## src/rtl/shift_arbiter_if.sv

```systemverilog
// Shift-arbiter bus: two shift requesters and one registered result port.
// The slave modport belongs to the arbiter; the master modport belongs to the environment.
interface shift_arbiter_if;
  logic        req0_valid, req0_ready;
  logic [31:0] req0_data;
  logic [4:0]  req0_shamt;
  logic [1:0]  req0_type;
  logic        req1_valid, req1_ready;
  logic [31:0] req1_data;
  logic [4:0]  req1_shamt;
  logic [1:0]  req1_type;
  logic        resp_valid, resp_ready;
  logic [31:0] resp_data;
  logic        resp_id;

  modport slave (
    input  req0_valid, req0_data, req0_shamt, req0_type,
    input  req1_valid, req1_data, req1_shamt, req1_type,
    output req0_ready, req1_ready,
    output resp_valid, resp_data, resp_id,
    input  resp_ready
  );

  modport master (
    output req0_valid, req0_data, req0_shamt, req0_type,
    output req1_valid, req1_data, req1_shamt, req1_type,
    input  req0_ready, req1_ready,
    input  resp_valid, resp_data, resp_id,
    output resp_ready
  );
endinterface

```

## src/rtl/shift_arbiter.sv

```systemverilog
// Two requesters share one 32-bit barrel shifter feeding a single-entry output register.
// Define SHIFT_ARB_RR_EN for round-robin arbitration; otherwise requester 0 has fixed priority.
module shift_arbiter (
  input  logic           clk,
  input  logic           rst,
  shift_arbiter_if.slave bus
);
  typedef enum logic {EMPTY, FULL} state_e;
  typedef struct packed {
    logic [31:0] data;
    logic [4:0]  shamt;
    logic [1:0]  op;
  } shreq_t;

  state_e      state_q, state_d;
  logic        last_grant_q, last_grant_d;
  logic [31:0] resp_data_q, resp_data_d;
  logic        resp_id_q, resp_id_d;

  logic        can_accept, any_valid, accept, grant_id;
  shreq_t      sel;
  logic        is_sll, fill;
  logic [5:0][31:0] stg;
  logic [31:0] shifted;

  function automatic logic [31:0] rev32(input logic [31:0] x);
    logic [31:0] r;
    r = '0;
    for (int i = 0; i < 32; i++) r[i] = x[31-i];
    return r;
  endfunction

  assign can_accept = (state_q == EMPTY) || bus.resp_ready;
  assign any_valid  = bus.req0_valid || bus.req1_valid;
  assign accept     = can_accept && any_valid;

`ifdef SHIFT_ARB_RR_EN
  // On contention, favour whichever requester was not granted last.
  assign grant_id = (bus.req0_valid && bus.req1_valid) ? ~last_grant_q : bus.req1_valid;
`else
  logic unused_last_grant;
  assign unused_last_grant = last_grant_q;
  assign grant_id = !bus.req0_valid;
`endif

  assign bus.req0_ready = accept && !grant_id;
  assign bus.req1_ready = accept &&  grant_id;

  assign sel = grant_id ? shreq_t'{bus.req1_data, bus.req1_shamt, bus.req1_type}
                        : shreq_t'{bus.req0_data, bus.req0_shamt, bus.req0_type};

  // Left shifts reuse the right shifter by bit-reversing operand and result.
  assign is_sll = (sel.op == 2'b00);
  assign fill   = (sel.op == 2'b10) && sel.data[31];
  assign stg[0] = is_sll ? rev32(sel.data) : sel.data;

  for (genvar s = 0; s < 5; s++) begin : g_stage
    localparam int K = 16 >> s;
    assign stg[s+1] = sel.shamt[4-s] ? {{K{fill}}, stg[s][31:K]} : stg[s];
  end

  assign shifted = is_sll ? rev32(stg[5]) : stg[5];

  always_comb begin
    state_d      = state_q;
    last_grant_d = last_grant_q;
    resp_data_d  = resp_data_q;
    resp_id_d    = resp_id_q;
    if (accept) begin
      state_d      = FULL;
      last_grant_d = grant_id;
      resp_data_d  = shifted;
      resp_id_d    = grant_id;
    end else if (state_q == FULL && bus.resp_ready) begin
      state_d = EMPTY;
    end
  end

  always_ff @(posedge clk or posedge rst) begin
    if (rst) begin
      state_q      <= EMPTY;
      last_grant_q <= 1'b1;
      resp_data_q  <= '0;
      resp_id_q    <= 1'b0;
    end else begin
      state_q      <= state_d;
      last_grant_q <= last_grant_d;
      resp_data_q  <= resp_data_d;
      resp_id_q    <= resp_id_d;
    end
  end

  assign bus.resp_valid = (state_q == FULL);
  assign bus.resp_data  = resp_data_q;
  assign bus.resp_id    = resp_id_q;
endmodule

```

## src/flat_wrapper.sv

```systemverilog
// flat-port wrapper written by rule: the top's interface ports become plain ports
module shift_arbiter_flat 
  (clk, rst, bus_req0_valid, bus_req0_data, bus_req0_shamt, bus_req0_type, bus_req1_valid, bus_req1_data, bus_req1_shamt, bus_req1_type, bus_req0_ready, bus_req1_ready, bus_resp_valid, bus_resp_data, bus_resp_id, bus_resp_ready);
  shift_arbiter_if bus_i ();
  input  logic clk;
  input  logic rst;
  input wire logic [$bits(bus_i.req0_valid)-1:0] bus_req0_valid;
  input wire logic [$bits(bus_i.req0_data)-1:0] bus_req0_data;
  input wire logic [$bits(bus_i.req0_shamt)-1:0] bus_req0_shamt;
  input wire logic [$bits(bus_i.req0_type)-1:0] bus_req0_type;
  input wire logic [$bits(bus_i.req1_valid)-1:0] bus_req1_valid;
  input wire logic [$bits(bus_i.req1_data)-1:0] bus_req1_data;
  input wire logic [$bits(bus_i.req1_shamt)-1:0] bus_req1_shamt;
  input wire logic [$bits(bus_i.req1_type)-1:0] bus_req1_type;
  output wire logic [$bits(bus_i.req0_ready)-1:0] bus_req0_ready;
  output wire logic [$bits(bus_i.req1_ready)-1:0] bus_req1_ready;
  output wire logic [$bits(bus_i.resp_valid)-1:0] bus_resp_valid;
  output wire logic [$bits(bus_i.resp_data)-1:0] bus_resp_data;
  output wire logic [$bits(bus_i.resp_id)-1:0] bus_resp_id;
  input wire logic [$bits(bus_i.resp_ready)-1:0] bus_resp_ready;
  assign bus_i.req0_valid = bus_req0_valid;
  assign bus_i.req0_data = bus_req0_data;
  assign bus_i.req0_shamt = bus_req0_shamt;
  assign bus_i.req0_type = bus_req0_type;
  assign bus_i.req1_valid = bus_req1_valid;
  assign bus_i.req1_data = bus_req1_data;
  assign bus_i.req1_shamt = bus_req1_shamt;
  assign bus_i.req1_type = bus_req1_type;
  assign bus_req0_ready = bus_i.req0_ready;
  assign bus_req1_ready = bus_i.req1_ready;
  assign bus_resp_valid = bus_i.resp_valid;
  assign bus_resp_data = bus_i.resp_data;
  assign bus_resp_id = bus_i.resp_id;
  assign bus_i.resp_ready = bus_resp_ready;
  shift_arbiter u_core (.clk(clk), .rst(rst), .bus(bus_i));
endmodule
```

## config.mk

```make
export PLATFORM = sky130hd
export DESIGN_NAME = shift_arbiter_flat
export DESIGN_NICKNAME = d
export VERILOG_FILES = /design/src/rtl/shift_arbiter_if.sv /design/src/rtl/shift_arbiter.sv /design/src/flat_wrapper.sv
export SDC_FILE = /design/constraint.sdc
export NUM_CORES = 1
export LEC_CHECK = 0
export ABC_CLOCK_PERIOD_IN_PS = 3200
export BUFFER_PORTS_ARGS = -buffer_cell sky130_fd_sc_hd__buf_4
export CORE_MARGIN = 5
export CORE_UTILIZATION = 30
export DETAILED_ROUTE_END_ITERATION = 8
export PLACE_DENSITY_LB_ADDON = 0.2
export SYNTH_ARGS = -nofsm -noshare
export SYNTH_HDL_FRONTEND = slang
export SYNTH_SLANG_ARGS = --single-unit
```

## constraint.sdc

```tcl
create_clock -name clk -period 3.2 [get_ports clk]
set_clock_uncertainty 0.2 [all_clocks]
set_input_delay 0.64 -clock clk [delete_from_list [all_inputs] [get_ports clk]]
set_output_delay 0.64 -clock clk [all_outputs]
set_load 0.005 [all_outputs]
```

==> results.rst, run 1 <==
.. list-table::
   :header-rows: 1

   * - Metric
     - Value
   * - Status
     - finished, final reports clean
   * - Drt first-iter violations
     - 695
   * - Later-pin clock latency in the skew report
     - 0.28 ns
   * - Maximum number of pins on one net before global-route repair
     - 39
   * - Post-route ant nets
     - 0
   * - Nature of the critical path endpoint
     - flip-flop
   * - CTS Buf Count
     - 5
   * - Reported leakage power
     - 3.50 nW
   * - Total wirelength of the detailed-routed design
     - 26200 um
   * - First-pass GRT wire length
     - 38900 um
   * - Fraction of post-synthesis cell area in the top cell type by area
     - 16.3%
   * - Share of cells above drive strength 1
     - between 40% and 50%
   * - Setup slack on the worst flop-to-flop path
     - about 1.3 ns
   * - DR vias
     - 6849
   * - Arrival time at the worst endpoint
     - 3.12 ns
   * - Pwr dens
     - 341 nW/um^2
   * - Cell Rows
     - 48
   * - Setup crit start kind
     - input pin
   * - Worst flop-to-flop path startpoint
     - u_core.bus.resp_valid$_DFFE_PP0P_
   * - Layout-stage area growth over the synthesis result
     - 51.6%
   * - Worst slew margin relative to its limit
     - 61.6%
   * - Cell area after synthesis
     - 5220 um^2
   * - Worst R2R End
     - u_core.bus.resp_data[16]$_DFFE_PP0P_
   * - Number of synthesized flops with an enable pin
     - 0
   * - Final clock period utilization by the worst path
     - 98.8%
   * - Final-report max-slew violation count
     - 0
   * - H-tree levels
     - 2
   * - Inserted Diodes
     - 0
   * - Synthesized area per cell
     - 7.94 um^2
   * - Worst Tran Pin Value
     - 0.575 ns
   * - Count of nets after finishing
     - roughly 1000
   * - Tot GR Track Use
     - approximately a quarter
   * - Number of port buffers
     - about 120
   * - CP startpoint
     - bus_req0_type[1]
   * - Clk root buf
     - sky130_fd_sc_hd__clkbuf_16
   * - Global-route congestion overflow total
     - 0
   * - Antenna violations before repair
     - 0
   * - Clock tree from TritonCTS
     - built
   * - Maximum clock frequency
     - 316 MHz
   * - Starting density of the core
     - 30.4%
   * - Ratio of routed vias to standard cells
     - 6.00
   * - Clock input transition at the sequential cells of the worst setup and hold paths
     - 0.05 ns
   * - Unrepaired setup endpoints after global routing
     - true
   * - Required @ worst endpoint
     - 3.16 ns
   * - Library cell with the highest instance count after synthesis
     - sky130_fd_sc_hd__mux2i_1
   * - Maximum VDD drop
     - 0.000202 V
   * - DRC errors left
     - 0
   * - Final weighted congestion in routability-driven placement
     - approximately 1
   * - Clock tree buffer depth
     - 2
   * - First drt pass iteration count
     - 6
   * - Count of endpoints failing hold in the final timing report
     - 0
   * - CP Max Fanout
     - 4
   * - Top Ports
     - about 120
   * - Kind of critical path
     - in2reg
   * - Synth area leader
     - sky130_fd_sc_hd__dfrtp_1
   * - Top post-synthesis cells by area
     - sky130_fd_sc_hd__dfrtp_1 16%, sky130_fd_sc_hd__mux2i_1 14%, sky130_fd_sc_hd__a21oi_1 4.3%
   * - Via count of the first global-routing pass
     - around 6600
   * - Min-delay worst type
     - in2async
   * - Prevailing post-synth register cell
     - sky130_fd_sc_hd__dfrtp_1
   * - Cells after synthesis
     - 657
   * - Average wire per standard cell
     - 22.9 um
   * - Final Critical Period
     - 3.16 ns
   * - Overall power after layout
     - 2.70 mW
   * - Portion of the post-synthesis area used by sequential elements
     - 16.3%
   * - Placement Setup Slack
     - -0.439 ns
   * - Estimated wirelength of the detail-placed design
     - 21300 um
   * - Post-synth net total
     - 740
   * - Post-layout worst setup margin
     - 0.0399 ns
   * - Synth Warn #
     - 0
   * - Final setup fails
     - 0
   * - Area of the die
     - 20100 um^2
   * - Number of storage elements in the synthesis netlist
     - 34
   * - # Max-Cap Violations
     - 0
   * - Die boundary width
     - 142 um
   * - Share of async-settable or async-resettable flops after synthesis
     - 100%
   * - Post-synthesis cell type count
     - 75
   * - Core outline area
     - 17200 um^2
   * - Die Ht
     - 142 um
   * - Depth of the most critical reg-to-reg path
     - 6
   * - Most instantiated cells after synthesis
     - 74 x sky130_fd_sc_hd__mux2i_1, 52 x sky130_fd_sc_hd__nand2_1, 45 x sky130_fd_sc_hd__a21oi_1, 45 x sky130_fd_sc_hd__nor2_1, 34 x sky130_fd_sc_hd__dfrtp_1
   * - Count of clock tree sinks
     - 34
-- what timing repair did --
item                       4_1_cts  5_1_grt
hold buffers                     0        0
gates resized for setup          4       41
setup buffers                    0        5
setup endpoints to repair       11       30
pin swaps                        0        8
gates cloned                     0        0
-- cell families after synthesis --
kind of cell	after synthesis	share of synthesized area, %
flops	34	16.3
buf+inv	71	8.82
compound gates	258	35.5
simple gates	198	18.7
mux	96	20.7
-- metal layers --
metal / wire length [um] / vias up / part of all wire, % / GRT usage [%]
met5: 0 / - / 0 / 0
met4: 501 / 0 / 1.9 / 4.60
met3: 2120 / 46 / 8.1 / 4.58
met2: 12200 / 334 / 47 / 39.9
met1: 11300 / 3326 / 43 / 34.8
li1: - / 3143 / - / -
-- stage by stage --
step / area [um^2] / hold slack (ns) / utilization [%] / instances / TNS, ns
floorplan: 5220 / 0.273 / - / 657 / 0
global placement: 7500 / 0.260 / 43.6 / 1129 / -7.98
detailed placement: 7500 / 0.271 / 43.6 / 1129 / -7.94
CTS: 7680 / 0.282 / 44.7 / 1137 / 0
global route: 7910 / 0.317 / 46.1 / 1142 / -0.295
finish: 7910 / 0.266 / 46.1 / 1142 / 0
-- power breakdown --
part | switching (mW) | internal, mW | leakage [nW]
logic | 0.839 | 0.787 | 3.01
clock network | 0.186 | 0.309 | 0.0739
registers | 0.0549 | 0.526 | 0.416
total | 1.08 | 1.62 | 3.50
-- critical path: stages --
cell                       delay, ns
sky130_fd_sc_hd__buf_4          0.12
sky130_fd_sc_hd__buf_4          0.14
sky130_fd_sc_hd__nor2_4         0.13
sky130_fd_sc_hd__buf_6          0.12
sky130_fd_sc_hd__mux4_2         0.50
sky130_fd_sc_hd__o211ai_1       0.31
sky130_fd_sc_hd__buf_4          0.18
sky130_fd_sc_hd__a211oi_1       0.08
sky130_fd_sc_hd__a221oi_2       0.27
sky130_fd_sc_hd__o22ai_2        0.17
sky130_fd_sc_hd__buf_4          0.16
sky130_fd_sc_hd__a221o_1        0.31
-- cells in the final DEF, fill, tap and decap left out, drive strengths merged, types with 18 or more instances in the layout --
cell / count
o211ai: 18
nor3: 26
nand3: 26
o21ai: 34
buf: 314
mux2i: 75
a21oi: 46
a22oi: 22
nand2: 53
nor2: 49
dfrtp: 34
o22ai: 20
-- layout make-up --
| cell class | count | area, um^2 |
|---|---|---|
| repair buffers | 314 | 2480 |
| multi-input cells | 552 | 4120 |
| flip-flops and latches | 34 | 851 |
| fillers | 1744 | 9260 |
| well taps | 225 | 282 |
| clock buffers | 7 | 143 |
| clock inverters | 1 | 5.00 |
| inverters | 9 | 33.8 |
-- sequential cells by signal, summed over array words and instances, names as in the netlist --
signal	cells
u_core.bus.resp_id	1
u_core.bus.resp_data	32
u_core.bus.resp_valid	1
-- worst max path at each step --
| stage | end | slack (ns) | depth (start not counted) |
|---|---|---|---|
| 3_3_place_gp | u_core.bus.resp_data[3]$_DFFE_PP0P_ | -0.41 | 14 |
| 2_1_floorplan | bus_req1_ready | 0.08 | 8 |
| 3_5_place_dp | u_core.bus.resp_data[30]$_DFFE_PP0P_ | -0.44 | 11 |
| 4_1_cts | u_core.bus.resp_data[28]$_DFFE_PP0P_ | 0.005 | 11 |
| 5_1_grt | u_core.bus.resp_data[28]$_DFFE_PP0P_ | -0.05 | 11 |
| 6_report | u_core.bus.resp_data[13]$_DFFE_PP0P_ | 0.04 | 12 |
(Power assumes the default switching activity.)
==> inputs of run 2 (changes only) <==
- BUFFER_PORTS_ARGS: -buffer_cell sky130_fd_sc_hd__buf_4 -> unset
- CAP_MARGIN: unset -> 0
- DONT_BUFFER_PORTS: unset -> 1
- PLACE_DENSITY: unset -> 0.55
- PLACE_DENSITY_LB_ADDON: 0.2 -> unset
==> run 2 against run 1 <==
Clock-buffer cell count shrank 1. Sequential power grew 6.4%. Final area shrank 24%. Total power shrank 19%. Routed wire length shrank 11%. Largest power group unchanged.
==> results.rst, run 2 (synthesis results as in run 1) <==
.. list-table::
   :header-rows: 1

   * - Metric
     - Value
   * - Final clock period utilization by the worst path
     - 94.8% (was 98.8%)
   * - Core outline area
     - 17200 um^2 (unchanged)
   * - Post-CTS setup buffer count
     - 0 (unchanged)
   * - Cell Rows
     - 48 (unchanged)
   * - Global-route congestion overflow total
     - 0 (unchanged)
   * - Max FFs per register
     - 32 (unchanged)
   * - CTS Buf Count
     - 5 (unchanged)
   * - Non-filler instance count after layout
     - 925 (was 1142)
   * - Reported leakage power
     - 2.39 nW (was 3.50 nW)
   * - Clock tree from TritonCTS
     - built (unchanged)
   * - Depth of the most critical reg-to-reg path
     - 5 (was 6)
   * - Cell with the largest stage delay on the worst path
     - sky130_fd_sc_hd__mux4_2 (unchanged)
   * - Die boundary width
     - 142 um (unchanged)
   * - Setup crit start kind
     - input pin (unchanged)
   * - Area of the die
     - 20100 um^2 (unchanged)
   * - Top Ports
     - 119 (unchanged)
   * - Worst R2R End
     - u_core.bus.resp_data[12]$_DFFE_PP0P_ (was u_core.bus.resp_data[16]$_DFFE_PP0P_)
   * - Maximum clock frequency
     - 330 MHz (was 316 MHz)
   * - Final-layout setup total negative slack
     - 0 ns (unchanged)
   * - List of cells traversed by the critical path
     - or3b_1 -> nand2_4 -> mux4_2 -> buf_4 -> a221oi_1 -> a21oi_1 -> mux2i_1 -> mux2i_1 -> o21ai_0 (was buf_4 -> buf_4 -> nor2_4 -> buf_6 -> mux4_2 -> o211ai_1 -> buf_4 -> a211oi_1 -> a221oi_2 -> o22ai_2 -> buf_4 -> a221o_1)
   * - Number of instances in the placed design
     - 917 (was 1129)
   * - First-pass GRT wire length
     - 35600 um (was 38900 um)
   * - Commonest non-fill, non-tap cells in the layout
     - 95 x sky130_fd_sc_hd__buf_4, 71 x sky130_fd_sc_hd__mux2i_1, 52 x sky130_fd_sc_hd__nand2_1, 45 x sky130_fd_sc_hd__a21oi_1, 44 x sky130_fd_sc_hd__nor2_1 (was 302 x sky130_fd_sc_hd__buf_4, 65 x sky130_fd_sc_hd__mux2i_1, 51 x sky130_fd_sc_hd__nand2_1, 44 x sky130_fd_sc_hd__nor2_1, 42 x sky130_fd_sc_hd__a21oi_1)
   * - Worst flop-to-flop path startpoint
     - u_core.bus.resp_valid$_DFFE_PP0P_ (unchanged)
   * - Layout-stage area growth over the synthesis result
     - 15.1% (was 51.6%)
   * - H-tree levels
     - 2 (unchanged)
   * - Count of clock tree sinks
     - 34 (unchanged)
   * - Number of port buffers
     - 0 (was 118)
   * - Min-delay worst type
     - in2async (unchanged)
   * - First drt pass iteration count
     - 6 (unchanged)
   * - Status
     - finished, final reports clean (unchanged)
   * - Ratio of routed vias to standard cells
     - 6.47 (was 6.00)
   * - Total wirelength of the detailed-routed design
     - 23400 um (was 26200 um)
   * - Clock tree buffer depth
     - 2 (unchanged)
   * - Post-route ant nets
     - 0 (unchanged)
   * - Count of nets after finishing
     - 782 (was 999)
   * - Crit-path most repeated cell
     - sky130_fd_sc_hd__mux2i_1 (was sky130_fd_sc_hd__buf_4)
   * - Most common library cell in the layout ignoring fill and taps
     - sky130_fd_sc_hd__buf_4 (unchanged)
   * - Worst slew margin relative to its limit
     - 32.2% (was 61.6%)
   * - Drt first-iter violations
     - 833 (was 695)
   * - Maximum VDD drop
     - 0.000237 V (was 0.000202 V)
   * - Starting density of the core
     - 30.4% (unchanged)
   * - CP Max Fanout
     - 20 (was 4)
   * - Final weighted congestion in routability-driven placement
     - 1.00 (about the same)
   * - Smallest hold slack
     - 0.148 ns (was 0.266 ns)
   * - Pwr dens
     - 366 nW/um^2 (was 341 nW/um^2)
   * - Average wire per standard cell
     - 25.3 um (was 22.9 um)
   * - Count of endpoints failing hold in the final timing report
     - 0 (unchanged)
   * - Die Ht
     - 142 um (unchanged)
   * - Peak per-stage delay on the critical path
     - 0.54 ns (was 0.50 ns)
   * - Final Critical Period
     - 3.03 ns (was 3.16 ns)
   * - Clk root buf
     - sky130_fd_sc_hd__clkbuf_16 (unchanged)
   * - Nature of the critical path endpoint
     - flip-flop (unchanged)
   * - Setup slack on the worst flop-to-flop path
     - 1.15 ns (was 1.27 ns)
   * - Later-pin clock latency in the skew report
     - 0.28 ns (about the same)
   * - Maximum number of pins on one net before global-route repair
     - 70 (was 39)
   * - Antenna violations before repair
     - 0 (unchanged)
   * - Tot GR Track Use
     - 22.7% (was 24.7%)
   * - CP startpoint
     - bus_req0_type[1] (unchanged)
   * - Arrival time at the worst endpoint
     - 3.03 ns (was 3.12 ns)
   * - Required @ worst endpoint
     - 3.19 ns (was 3.16 ns)
   * - Estimated wirelength of the detail-placed design
     - 18800 um (was 21300 um)
   * - # Max-Cap Violations
     - 0 (unchanged)
   * - Worst Tran Pin Value
     - 1.01 ns (was 0.575 ns)
   * - Via count of the first global-routing pass
     - 5792 (was 6622)
   * - DR vias
     - 5984 (was 6849)
   * - Final setup fails
     - 0 (unchanged)
   * - Kind of critical path
     - in2reg (unchanged)
   * - Inserted Diodes
     - 0 (unchanged)
   * - Clock input transition at the sequential cells of the worst setup and hold paths
     - 0.06 ns (was 0.05 ns)
   * - DRC errors left
     - 0 (unchanged)
   * - Share of cells above drive strength 1
     - 22.7% (was 43.7%)
   * - Final-report max-slew violation count
     - 0 (unchanged)
   * - Unrepaired setup endpoints after global routing
     - false (was true)
[run 2: cell types whose count changed in the layout (fill, tap and decap cells not counted), moves of 4 or more]
cell	change
sky130_fd_sc_hd__nor3_2	-4
sky130_fd_sc_hd__nor3_1	+4
sky130_fd_sc_hd__buf_12	-6
sky130_fd_sc_hd__a221oi_1	+4
sky130_fd_sc_hd__mux2i_1	+6
sky130_fd_sc_hd__buf_4	-207
[run 2: report_power, final]
part | internal (mW) | switching (mW)
registers | 0.527 | 0.0908
logic | 0.472 | 0.614
clock network | 0.308 | 0.184
[run 2: critical path, delay by kind of cell]
family | cells | cell delay [ns]
AND/OR/NAND/NOR | 2 | 0.62
AO/OA/AOI/OAI | 3 | 0.58
multiplexers | 3 | 1.03
buffers and inverters | 1 | 0.16
[run 2: timing repair]
item,CTS,global route
resized for setup,0,2
hold buffers,0,0
endpoints found under the setup margin,0,2
[run 2: metrics by stage]
stage | util, % | area (um^2) | power [mW] | setup WS (ns)
finish | 35.0 | 6000 | 2.20 | 0.166
global route | 35.0 | 6000 | 2.32 | 0.00244
CTS | 34.9 | 6000 | 2.19 | 0.178
detailed placement | 34.1 | 5850 | 1.69 | -0.122
global placement | 34.1 | 5850 | 1.69 | -0.106
floorplan | - | 5220 | 1.32 | 0.0792
[run 2: layout make-up]
type	instances	area [um^2]
tap	225	282
multi-input combinational	552	3930
fill	1868	11200
inverter	9	33.8
sequential	34	851
timing repair buffer	97	753
clock buffer	6	139
clock inverter	2	12.5
[run 2: layer usage]
layer	up-vias	routed length, um	track usage, %	part of all wire [%]
met5	-	0	0	0
met3	56	2450	6.74	10
li1	2692	-	-	-
met4	0	690	6.46	2.9
met1	2902	9400	29.8	40
met2	334	10900	36.0	46
[run 2: worst max-delay path by stage]
stage / end / slack (ns)
2_1_floorplan: bus_req1_ready / 0.08
3_3_place_gp: u_core.bus.resp_data[23]$_DFFE_PP0P_ / -0.11
3_5_place_dp: u_core.bus.resp_data[1]$_DFFE_PP0P_ / -0.12
4_1_cts: u_core.bus.resp_data[25]$_DFFE_PP0P_ / 0.18
5_1_grt: u_core.bus.resp_data[1]$_DFFE_PP0P_ / 0.002
6_report: u_core.bus.resp_data[25]$_DFFE_PP0P_ / 0.17
